[config.mk]
export PLATFORM = sky130hd
export DESIGN_NAME = branch_resolve_unit
export DESIGN_NICKNAME = d
export VERILOG_FILES = /design/src/rtl/bp_pkg.sv /design/src/rtl/bp_pred_fifo.sv /design/src/rtl/branch_resolve_unit.sv
export SDC_FILE = /design/constraint.sdc
export NUM_CORES = 1
export LEC_CHECK = 0
export CORE_MARGIN = 2
export CORE_UTILIZATION = 45
export CTS_BUF_LIST = sky130_fd_sc_hd__clkbuf_8
export DETAILED_ROUTE_END_ITERATION = 10
export PLACE_DENSITY = 0.67
export SYNTH_ARGS = -nofsm -noshare
export SYNTH_HDL_FRONTEND = slang
export SYNTH_SLANG_ARGS = --single-unit
[constraint.sdc]
create_clock -name clk -period 5.35 [get_ports clk]
set_input_delay 1.07 -clock clk [delete_from_list [all_inputs] [get_ports clk]]
set_output_delay 1.07 -clock clk [all_outputs]
set_load 0.01 [all_outputs]
[src/rtl/bp_pkg.sv]
// Shared definitions for the branch resolution path: 2-bit counter encoding,
// counter update rule and prediction-entry layout.
package bp_pkg;

   localparam logic [1:0] STRONG_NT = 2'b00;
   localparam logic [1:0] WEAK_NT   = 2'b01;
   localparam logic [1:0] WEAK_T    = 2'b10;
   localparam logic [1:0] STRONG_T  = 2'b11;

   localparam int unsigned ST_W   = 2;
   localparam int unsigned PRED_W = 1;

   // Saturating counter step toward the observed direction.
   function automatic logic [1:0] bp_next_state(input logic [1:0] state, input logic taken);
      logic [1:0] nxt;
      nxt = state;
      if (taken) begin
         if (state != STRONG_T) nxt = state + 2'd1;
      end else begin
         if (state != STRONG_NT) nxt = state - 2'd1;
      end
      return nxt;
   endfunction

   // Entry layout, MSB to LSB: {pc, idx, state, pred, target}.
   function automatic int unsigned bp_entry_w(input int unsigned xlen, input int unsigned idx_w);
      return 2 * xlen + idx_w + ST_W + PRED_W;
   endfunction

endpackage

[src/rtl/bp_pred_fifo.sv]
// Circular buffer of in-flight branch predictions with a synchronous clear
// that wins over any push or pop in the same cycle.
module bp_pred_fifo #(
   parameter int unsigned DEPTH = 4,
   parameter int unsigned W     = 72
) (
   input  logic                     clk,
   input  logic                     rst_n,
   input  logic                     clr,
   input  logic                     push,
   input  logic                     pop,
   input  logic [W-1:0]             wdata,
   output logic [W-1:0]             rdata,
   output logic [$clog2(DEPTH):0]   count
);

   localparam int unsigned PTR_W = $clog2(DEPTH);
   localparam int unsigned CNT_W = PTR_W + 1;

   logic [W-1:0]     mem_q [DEPTH];
   logic [PTR_W-1:0] wr_ptr_q, wr_ptr_d;
   logic [PTR_W-1:0] rd_ptr_q, rd_ptr_d;
   logic [CNT_W-1:0] count_q, count_d;

   // Power-of-two depth lets the pointers wrap naturally.
   always_comb begin
      wr_ptr_d = wr_ptr_q;
      rd_ptr_d = rd_ptr_q;
      count_d  = count_q;
      if (clr) begin
         wr_ptr_d = '0;
         rd_ptr_d = '0;
         count_d  = '0;
      end else begin
         if (push) wr_ptr_d = wr_ptr_q + PTR_W'(1);
         if (pop)  rd_ptr_d = rd_ptr_q + PTR_W'(1);
         unique case ({push, pop})
            2'b10:   count_d = count_q + CNT_W'(1);
            2'b01:   count_d = count_q - CNT_W'(1);
            default: count_d = count_q;
         endcase
      end
   end

   always_ff @(posedge clk or negedge rst_n) begin
      if (!rst_n) begin
         wr_ptr_q <= '0;
         rd_ptr_q <= '0;
         count_q  <= '0;
      end else begin
         wr_ptr_q <= wr_ptr_d;
         rd_ptr_q <= rd_ptr_d;
         count_q  <= count_d;
      end
   end

   always_ff @(posedge clk) begin
      if (push && !clr) mem_q[wr_ptr_q] <= wdata;
   end

   assign rdata = mem_q[rd_ptr_q];
   assign count = count_q;

endmodule

[src/rtl/branch_resolve_unit.sv]
// Resolves the oldest in-flight branch prediction against execute's outcome,
// emitting the BHT counter write-back, mispredict flush/redirect and statistics.
module branch_resolve_unit
   import bp_pkg::*;
#(
   parameter int unsigned DEPTH = 4,
   parameter int unsigned IDX_W = 5,
   parameter int unsigned XLEN  = 32
) (
   input  logic                    clk,
   input  logic                    rst_n,
   input  logic                    push_valid,
   output logic                    push_ready,
   input  logic [XLEN-1:0]         push_pc,
   input  logic [IDX_W-1:0]        push_idx,
   input  logic [1:0]              push_state,
   input  logic                    push_pred,
   input  logic [XLEN-1:0]         push_target,
   input  logic                    res_valid,
   input  logic                    res_taken,
   input  logic [XLEN-1:0]         res_target,
   output logic                    upd_en,
   output logic [IDX_W-1:0]        upd_idx,
   output logic [1:0]              upd_state,
   output logic                    flush,
   output logic [XLEN-1:0]         redirect_pc,
   output logic [$clog2(DEPTH):0]  count,
   output logic                    err,
   output logic [15:0]             branch_cnt,
   output logic [15:0]             mispred_cnt
);

   localparam int unsigned EW       = bp_entry_w(XLEN, IDX_W);
   localparam int unsigned CNT_W    = $clog2(DEPTH) + 1;
   localparam int unsigned PRED_BIT = XLEN;
   localparam int unsigned ST_LSB   = XLEN + PRED_W;
   localparam int unsigned IDX_LSB  = ST_LSB + ST_W;
   localparam int unsigned PC_LSB   = IDX_LSB + IDX_W;

   logic [EW-1:0]    wr_entry, head;
   logic [CNT_W-1:0] fifo_count;
   logic [XLEN-1:0]  h_pc, h_target;
   logic [IDX_W-1:0] h_idx;
   logic [1:0]       h_state;
   logic             h_pred;
   logic             res_fire, mispred, push_fire;

   logic             upd_en_q, upd_en_d;
   logic [IDX_W-1:0] upd_idx_q, upd_idx_d;
   logic [1:0]       upd_state_q, upd_state_d;
   logic             flush_q, flush_d;
   logic [XLEN-1:0]  redirect_q, redirect_d;
   logic             err_q, err_d;
   logic [15:0]      branch_cnt_q, branch_cnt_d;
   logic [15:0]      mispred_cnt_q, mispred_cnt_d;

   assign wr_entry = {push_pc, push_idx, push_state, push_pred, push_target};
   assign h_target = head[XLEN-1:0];
   assign h_pred   = head[PRED_BIT];
   assign h_state  = head[ST_LSB +: ST_W];
   assign h_idx    = head[IDX_LSB +: IDX_W];
   assign h_pc     = head[PC_LSB +: XLEN];

   assign push_ready = (fifo_count < CNT_W'(DEPTH));
   assign res_fire   = res_valid && (fifo_count != '0);
   assign mispred    = res_fire &&
                       ((h_pred != res_taken) || (h_pred && res_taken && (h_target != res_target)));
   // Pushes are dropped both in the mispredict cycle and while the flush pulse is out.
   assign push_fire  = push_valid && push_ready && !mispred && !flush_q;

   bp_pred_fifo #(
      .DEPTH (DEPTH),
      .W     (EW)
   ) u_fifo (
      .clk   (clk),
      .rst_n (rst_n),
      .clr   (mispred),
      .push  (push_fire),
      .pop   (res_fire),
      .wdata (wr_entry),
      .rdata (head),
      .count (fifo_count)
   );

   always_comb begin
      upd_en_d      = res_fire;
      upd_idx_d     = upd_idx_q;
      upd_state_d   = upd_state_q;
      flush_d       = mispred;
      redirect_d    = redirect_q;
      err_d         = err_q | (res_valid && !res_fire);
      branch_cnt_d  = branch_cnt_q;
      mispred_cnt_d = mispred_cnt_q;
      if (res_fire) begin
         upd_idx_d   = h_idx;
         upd_state_d = bp_next_state(h_state, res_taken);
         if (branch_cnt_q != 16'hFFFF) branch_cnt_d = branch_cnt_q + 16'd1;
      end
      if (mispred) begin
         redirect_d = res_taken ? res_target : h_pc + XLEN'(4);
         if (mispred_cnt_q != 16'hFFFF) mispred_cnt_d = mispred_cnt_q + 16'd1;
      end
   end

   always_ff @(posedge clk or negedge rst_n) begin
      if (!rst_n) begin
         upd_en_q      <= 1'b0;
         upd_idx_q     <= '0;
         upd_state_q   <= STRONG_NT;
         flush_q       <= 1'b0;
         redirect_q    <= '0;
         err_q         <= 1'b0;
         branch_cnt_q  <= '0;
         mispred_cnt_q <= '0;
      end else begin
         upd_en_q      <= upd_en_d;
         upd_idx_q     <= upd_idx_d;
         upd_state_q   <= upd_state_d;
         flush_q       <= flush_d;
         redirect_q    <= redirect_d;
         err_q         <= err_d;
         branch_cnt_q  <= branch_cnt_d;
         mispred_cnt_q <= mispred_cnt_d;
      end
   end

   assign upd_en      = upd_en_q;
   assign upd_idx     = upd_idx_q;
   assign upd_state   = upd_state_q;
   assign flush       = flush_q;
   assign redirect_pc = redirect_q;
   assign count       = fifo_count;
   assign err         = err_q;
   assign branch_cnt  = branch_cnt_q;
   assign mispred_cnt = mispred_cnt_q;

endmodule

# == Word-level counts from Yosys, hierarchy flattened ==
# Memory sizes are Yosys's and may differ from the RTL's.
# Cells that the tools add are included.
# op_classes
add_sub_neg,9
n_eq_ne,7
n_mux,12
magnitude_cmp,1
bitwise_logic,1
reduce_logical,20
# ops
op,count
adder 16 x 1 -> 16 bit (second input constant),2
adder 32 x 3 -> 32 bit (second input constant),1
two-way mux 32 bit,1
!= test 16 bit (second input constant),2
!= test 32 bit,1
two-way mux 2 bit,7
logical AND 1 bit,9
adder 2 x 1 -> 2 bit (second input constant),3
one-hot mux 3 bit (2 select lines),1
nonzero test 2 bit,3
nonzero test 3 bit,2
AND reduction 2 bit,2
adder 3 x 1 -> 3 bit (second input constant),1
zero test 1 bit,3
< comparator 3 bit (second input constant),1
two-way mux 3 bit,1
subtractor 3 x 1 -> 3 bit (second input constant),1
equality test 2 x 1 -> 1 bit (second input constant),1
equality test 2 bit (second input constant),1
two-way mux 1 bit,2
!= test 2 bit (second input constant),1
subtractor 2 x 1 -> 2 bit (second input constant),1
logical OR 1 bit,1
!= test 1 bit,1
bitwise OR 1 bit,1
# totals
word_cells,62
ramBits,288
mem_count,1
ff_bits,81
output_inout_bits,78
inputBits,109
# memory_table
memory,words,width,read_ports,rd_ports_with_merged_regs,wr,line_no,text
u_fifo.mem_q,4,72,1,0,1,bp_pred_fifo.sv:20,logic [W-1:0] mem_q [DEPTH];

# == Logic depth before layout (Yosys ltp) ==
# An unclocked memory read counts as a cell.
# depth
depth_word,11
depth_mapped,17
mapped_depth_nobuf,10

# == Cells and area by module ==
# Synthesis repeated with hierarchy kept, for this count alone.
# unflattened
hier_cells,862
area_unflattened_um2,15292.2
# by_module_without_submodules
module,cells_each,area_each_um2,instances,seq_area_each_um2
bp_pred_fifo,417,10819.1,1,8823.5
branch_resolve_unit,445,4473.0,1,1851.8

# == Least setup slack after synthesis ==
# OpenSTA, ideal clock, no wires.
# synth_timing
path_type,reg-to-reg
start,register u_fifo.rd_ptr_q[0]
end,memory u_fifo.mem_q[0][0] (enable)
path_stages_with_launch,12
t_required_ps,4911
path_slack_ps,558
setup_time_ps,439
path_buffers,6
arrival_time_ps,4354
synth_period_minus_slack_ps,4792
path_cell_list,dfrtp_1 -> buf_6 -> buf_12 -> buf_6 -> buf_6 -> buf_2 -> mux4_2 -> ha_1 -> inv_1 -> a311o_2 -> buf_2 -> and3_1
# synth_via
elab_chain_cells,11
elab_cells_between_ends,13
classes_between,2 x eq/ne; 2 x mux; 8 x reduce/logical; 1 x memory
# synth_rtl
element,line_no,text
start: declaration,bp_pred_fifo.sv:22,"logic [PTR_W-1:0] rd_ptr_q, rd_ptr_d;"
start signal: assignment,bp_pred_fifo.sv:52,rd_ptr_q <= rd_ptr_d;
memory (4 x 72 bit) (*),-,
!= test 32 bit or logical AND 1 bit (tied branches),branch_resolve_unit.sv:67,((h_pred != res_taken) || (h_pred && res_taken && (h_target != res_target)));
logical AND 1 bit,branch_resolve_unit.sv:67,
logical OR 1 bit (*),branch_resolve_unit.sv:67,
logical AND 1 bit (*),branch_resolve_unit.sv:66,assign mispred = res_fire &&
zero test 1 bit (*),"bp_pred_fifo.sv:58, branch_resolve_unit.sv:69",
logical AND 1 bit (2 in series),branch_resolve_unit.sv:69,assign push_fire = push_valid && push_ready && !mispred && !flush_q;
logical AND 1 bit (*),bp_pred_fifo.sv:58,if (push && !clr) mem_q[wr_ptr_q] <= wdata;
two-way mux 1 bit (*),bp_pred_fifo.sv:58,
two-way mux 1 bit (implied by the code) (*),bp_pred_fifo.sv:58,
end: declaration,bp_pred_fifo.sv:20,
# Every way passes the cells marked *; elsewhere a longest branch is shown, timed or not.

# == Worst setup path after layout ==
# layout_timing
start,register u_fifo.rd_ptr_q[0]
end,register u_fifo.count_q[1] (netlist: u_fifo.count[1])
# layout_via
elab_chain_cells,11
elab_cells_between_ends,15
classes_between,4 x eq/ne; 2 x mux; 8 x reduce/logical; 1 x memory
# layout_rtl
element,line_no,text
memory (4 x 72 bit) (*),-,
!= test 32 bit or logical AND 1 bit (tied branches),branch_resolve_unit.sv:67,
logical AND 1 bit,branch_resolve_unit.sv:67,
logical OR 1 bit (*),branch_resolve_unit.sv:67,
logical AND 1 bit (*),branch_resolve_unit.sv:66,
zero test 1 bit,branch_resolve_unit.sv:69,
logical AND 1 bit (2 in series),branch_resolve_unit.sv:69,
equality test 2 x 1 -> 1 bit or equality test 2 bit (tied branches),bp_pred_fifo.sv:37,"unique case ({push, pop})"
one-hot mux 3 bit (2 select lines),bp_pred_fifo.sv:37,
two-way mux 3 bit,bp_pred_fifo.sv:30,if (clr) begin
end signal: assignment,bp_pred_fifo.sv:53,count_q <= count_d;
end: declaration,bp_pred_fifo.sv:23,"logic [CNT_W-1:0] count_q, count_d;"
# Marked as above.
# A chain may end at the register's enable or synchronous reset.

==> impl_metrics.toml <==
[cells_and_area]
final_layout_size_suffix_gt1_share_pct = 18.12
synthToLayoutAreaGrowth_pct = 23.51
nNetsFinal = 1216
final_util_pct = 56.28
design_area_um2 = 18820
n_antenna_cell = 0

[place]
gp_congestion = 0.7746
portBuffers = 186
dp_slack_ns = 0.9388
hpwl_mm = 24.01
placed_area_um2 = 17680

[logic_synthesis]
avgSynthCellArea_um2 = 17.66
yosysWarnings = 0
syn-cell-area_um2 = 15240
synthMuxAreaShare_pct = 12.64
synth_cells = 863
synth_edf_count = 288
synth_top_family_by_area = "multiplexers"
synth_common_cells = "edfxtp_1 (288), dfrtp_1 (81), nand2_1 (70)"
ys_seq_elements = 369
syn-num-nets = 981
synth_compound_area_share_pct = 2.315
synth_area_leaders = "edfxtp_1 (57%), dfrtp_1 (13%), mux4_2 (10%)"
synth.top_cell.area_share_pct = 56.75
seq_area_frac_synth_pct = 70.05
async_flop_share_pct = 21.95
synth_most_common_cell = "edfxtp_1"
synth_flop_cell = "edfxtp_1"
synth-simple-area-share_pct = 7.299
synth_cell_types = 62
synth_xor_xnor_area_share_pct = 5.057
yosys.area.top_type = "edfxtp_1"
synth_adder_area_share_pct = 0.8539

[timing]
finalWorstSetupSlack_ns = 1.008
hold_viol_final = 0
min_period_ns = 4.342
slew_viol_final = 0
worst_slew_pin_slew_ns = 0.6725
rsz0062_at_grt = "no"
slew_headroom_pct = 54.57
period_share_pct = 81.17
clock.fmax_mhz = 230.3
fin_tns_setup_ns = 0
clock_skew_ns = 0.02787
setup_viol = 0

[clock_network]
cts_buffer_depth = 3
htree_levels = 2
clock_latency_ns = 0.59
clk_pin_slew_ns = 0.06
post_cts_resized = 0
cts-buffers-inserted = 59
clock-sinks = 369
cts-root-buf = "clkbuf_8"
cts_setup_buffers = 0
cts_hold_buf = 0
cts_tree = "built"

[power]
p_clk_share_pct = 25.8
p_switching_w = 0.002705
p_int_w = 0.006178
ir_drop_v = 0.0002164
cellLeakagePower_nw = 6.593
p_sw_share_pct = 30.46
power.combinational.fraction_pct = 29.2
p_seq_share_pct = 44.9
p_per_area_nw_per_um2 = 471.9
total_power_w = 0.008883

[die]
core-area_um2 = 33450
die_w_um = 188.0
initial_core_util_pct = 45.56
ioPinCount = 187
die_h_um = 188.0
row_count = 67
die-area_um2 = 35350

[critical_path]
end_kind = "flop"
cpPeakStageDelay_ns = 0.85
path_max_fanout = 32
worst-endpoint-required_ns = 5.87
critPathKind = "flop to flop"
critPathTopFamily = "simple AND/OR/NAND/NOR gates"
crit_top_cell = "a21oi_1"
crit_buf_inv = 1
slowest_stage = "dfrtp_4"
crit_chain = "buf_4 -> mux4_2 -> xnor2_1 -> nand4_1 -> nor4_1 -> a311o_2 -> a21oi_1 -> fa_1 -> or4b_2 -> a21oi_1 -> a311o_1"
start_kind = "flop"
critical_path_arrival_ns = 4.86

[run_status]
status = "completed"

[hold_path]
holdCritPathClass = "flop to flop"

[grt]
gr-usage-met1_pct = 27.26
grt_util_met3_pct = 3.706
grt_pass1_wl_mm = 52.42
first_global_vias = 8780
met2_usage_pct = 31.52
busiest_layer = "met2"
grt_usage_pct = 19.78
overflow = 0
grt_max_degree = 49
antenna_found_initial = 0

[job]
cap_violations = 0

[routing]
route.detailed.drc = 0
ant_nets = 0
viasPerCell = 5.301
vias = 8461
first_iter_violations = 522
avgRoutedWirePerCell_um = 21.74
routed_wl_mm = 34.70
first_pass_iters = 5
## flip-flops by register name, indices dropped and copies added, names as in the netlist
signal / cells
u_fifo.mem_q: 288
upd_en: 1
u_fifo.rd_ptr_q: 2
redirect_pc: 32
branch_cnt: 16
upd_idx: 5
flush: 1
u_fifo.count: 3
err: 1
mispred_cnt: 16
u_fifo.wr_ptr_q: 2
upd_state: 2
## logic make-up after synthesis
kind of cell,after synthesis
flops,369
simple gates,192
mux,100
xor+xnor,88
compound gates,60
buf+inv,44
fa+ha+maj,10
## area by class of cell
class | instances | area, µm²
well taps | 448 | 560.5
clock buffers | 63 | 867.1
repair buffers | 207 | 2087
flip-flops and latches | 369 | 10680
fillers | 2606 | 14630
multi-input cells | 450 | 4312
clock inverters | 48 | 275.3
inverters | 11 | 41.29
## worst paths after layout
check                           slack, ns                             end                      startpoint  cells past startpoint
min in group asynchronous            0.48       branch_cnt[2]$_DFFE_PN0P_                           rst_n                      1
worst min register to register       0.46        upd_state[0]$_DFFE_PN0P_        upd_state[0]$_DFFE_PN0P_                      2
worst max register to register       1.01     u_fifo.count[1]$_DFFE_PN0P_  u_fifo.rd_ptr_q[0]$_DFFE_PN0P_                     11
worst max-delay path                 1.01     u_fifo.count[1]$_DFFE_PN0P_  u_fifo.rd_ptr_q[0]$_DFFE_PN0P_                     11
worst min-delay path                 0.46        upd_state[0]$_DFFE_PN0P_        upd_state[0]$_DFFE_PN0P_                      2
max in group asynchronous            3.84  u_fifo.rd_ptr_q[1]$_DFFE_PN0P_                           rst_n                      2
## worst reg2reg max path: cells and delay by family (launching register included)
family	cells	cell delay, ns
XOR/XNOR	1	0.16
adder cells (fa/ha/maj)	1	0.51
AND/OR/NAND/NOR	3	1.10
multiplexers	1	0.57
flip-flops	1	0.85
AO/OA/AOI/OAI	4	0.67
buffers and inverters	1	0.43
## placed cells by master (no fill, tap or decap), types with 6 or more instances in the layout
| cell type | synthesis | routed |
|---|---|---|
| clkbuf_8 | 0 | 63 |
| nand3_1 | 15 | 15 |
| mux2i_1 | 18 | 18 |
| mux4_2 | 69 | 69 |
| a21oi_1 | 15 | 15 |
| dfrtp_1 | 81 | 79 |
| clkinv_1 | 1 | 11 |
| clkinv_2 | 0 | 13 |
| nor2_1 | 16 | 16 |
| ha_1 | 8 | 8 |
| buf_4 | 6 | 16 |
| nor4_1 | 7 | 7 |
| buf_12 | 2 | 6 |
| xor2_1 | 26 | 26 |
| inv_1 | 9 | 31 |
| and3_1 | 11 | 7 |
| xnor2_1 | 62 | 62 |
| edfxtp_1 | 288 | 288 |
| o21ai_0 | 22 | 22 |
| nor3_1 | 8 | 8 |
| o21ai_1 | 9 | 9 |
| nand2_1 | 70 | 70 |
| mux2_2 | 8 | 8 |
| clkdlybuf4s50_1 | 0 | 184 |
| nand4_1 | 23 | 23 |
## power groups by stage
stage          Clock (W)  Sequential (W)  Combinational (W)
2_1_floorplan          0         0.00401            0.00158
6_report         0.00229         0.00399            0.00260
5_1_grt          0.00248         0.00405            0.00281
3_3_place_gp           0         0.00404            0.00261
3_5_place_dp           0         0.00406            0.00263
4_1_cts          0.00236         0.00400            0.00264
## stage by stage
step	hold slack [ns]	instances
6_report	0.4641	1596
2_1_floorplan	0.4932	863
3_3_place_gp	0.4556	1485
4_1_cts	0.4721	1596
3_5_place_dp	0.4582	1485
5_1_grt	0.4962	1596
## metal layers
metal	vias up	wire [µm]
li1	3844	-
met1	4233	14790
met2	319	16520
met3	65	2237
met4	0	1151
met5	-	0
Power figures use the tool's default switching activity.
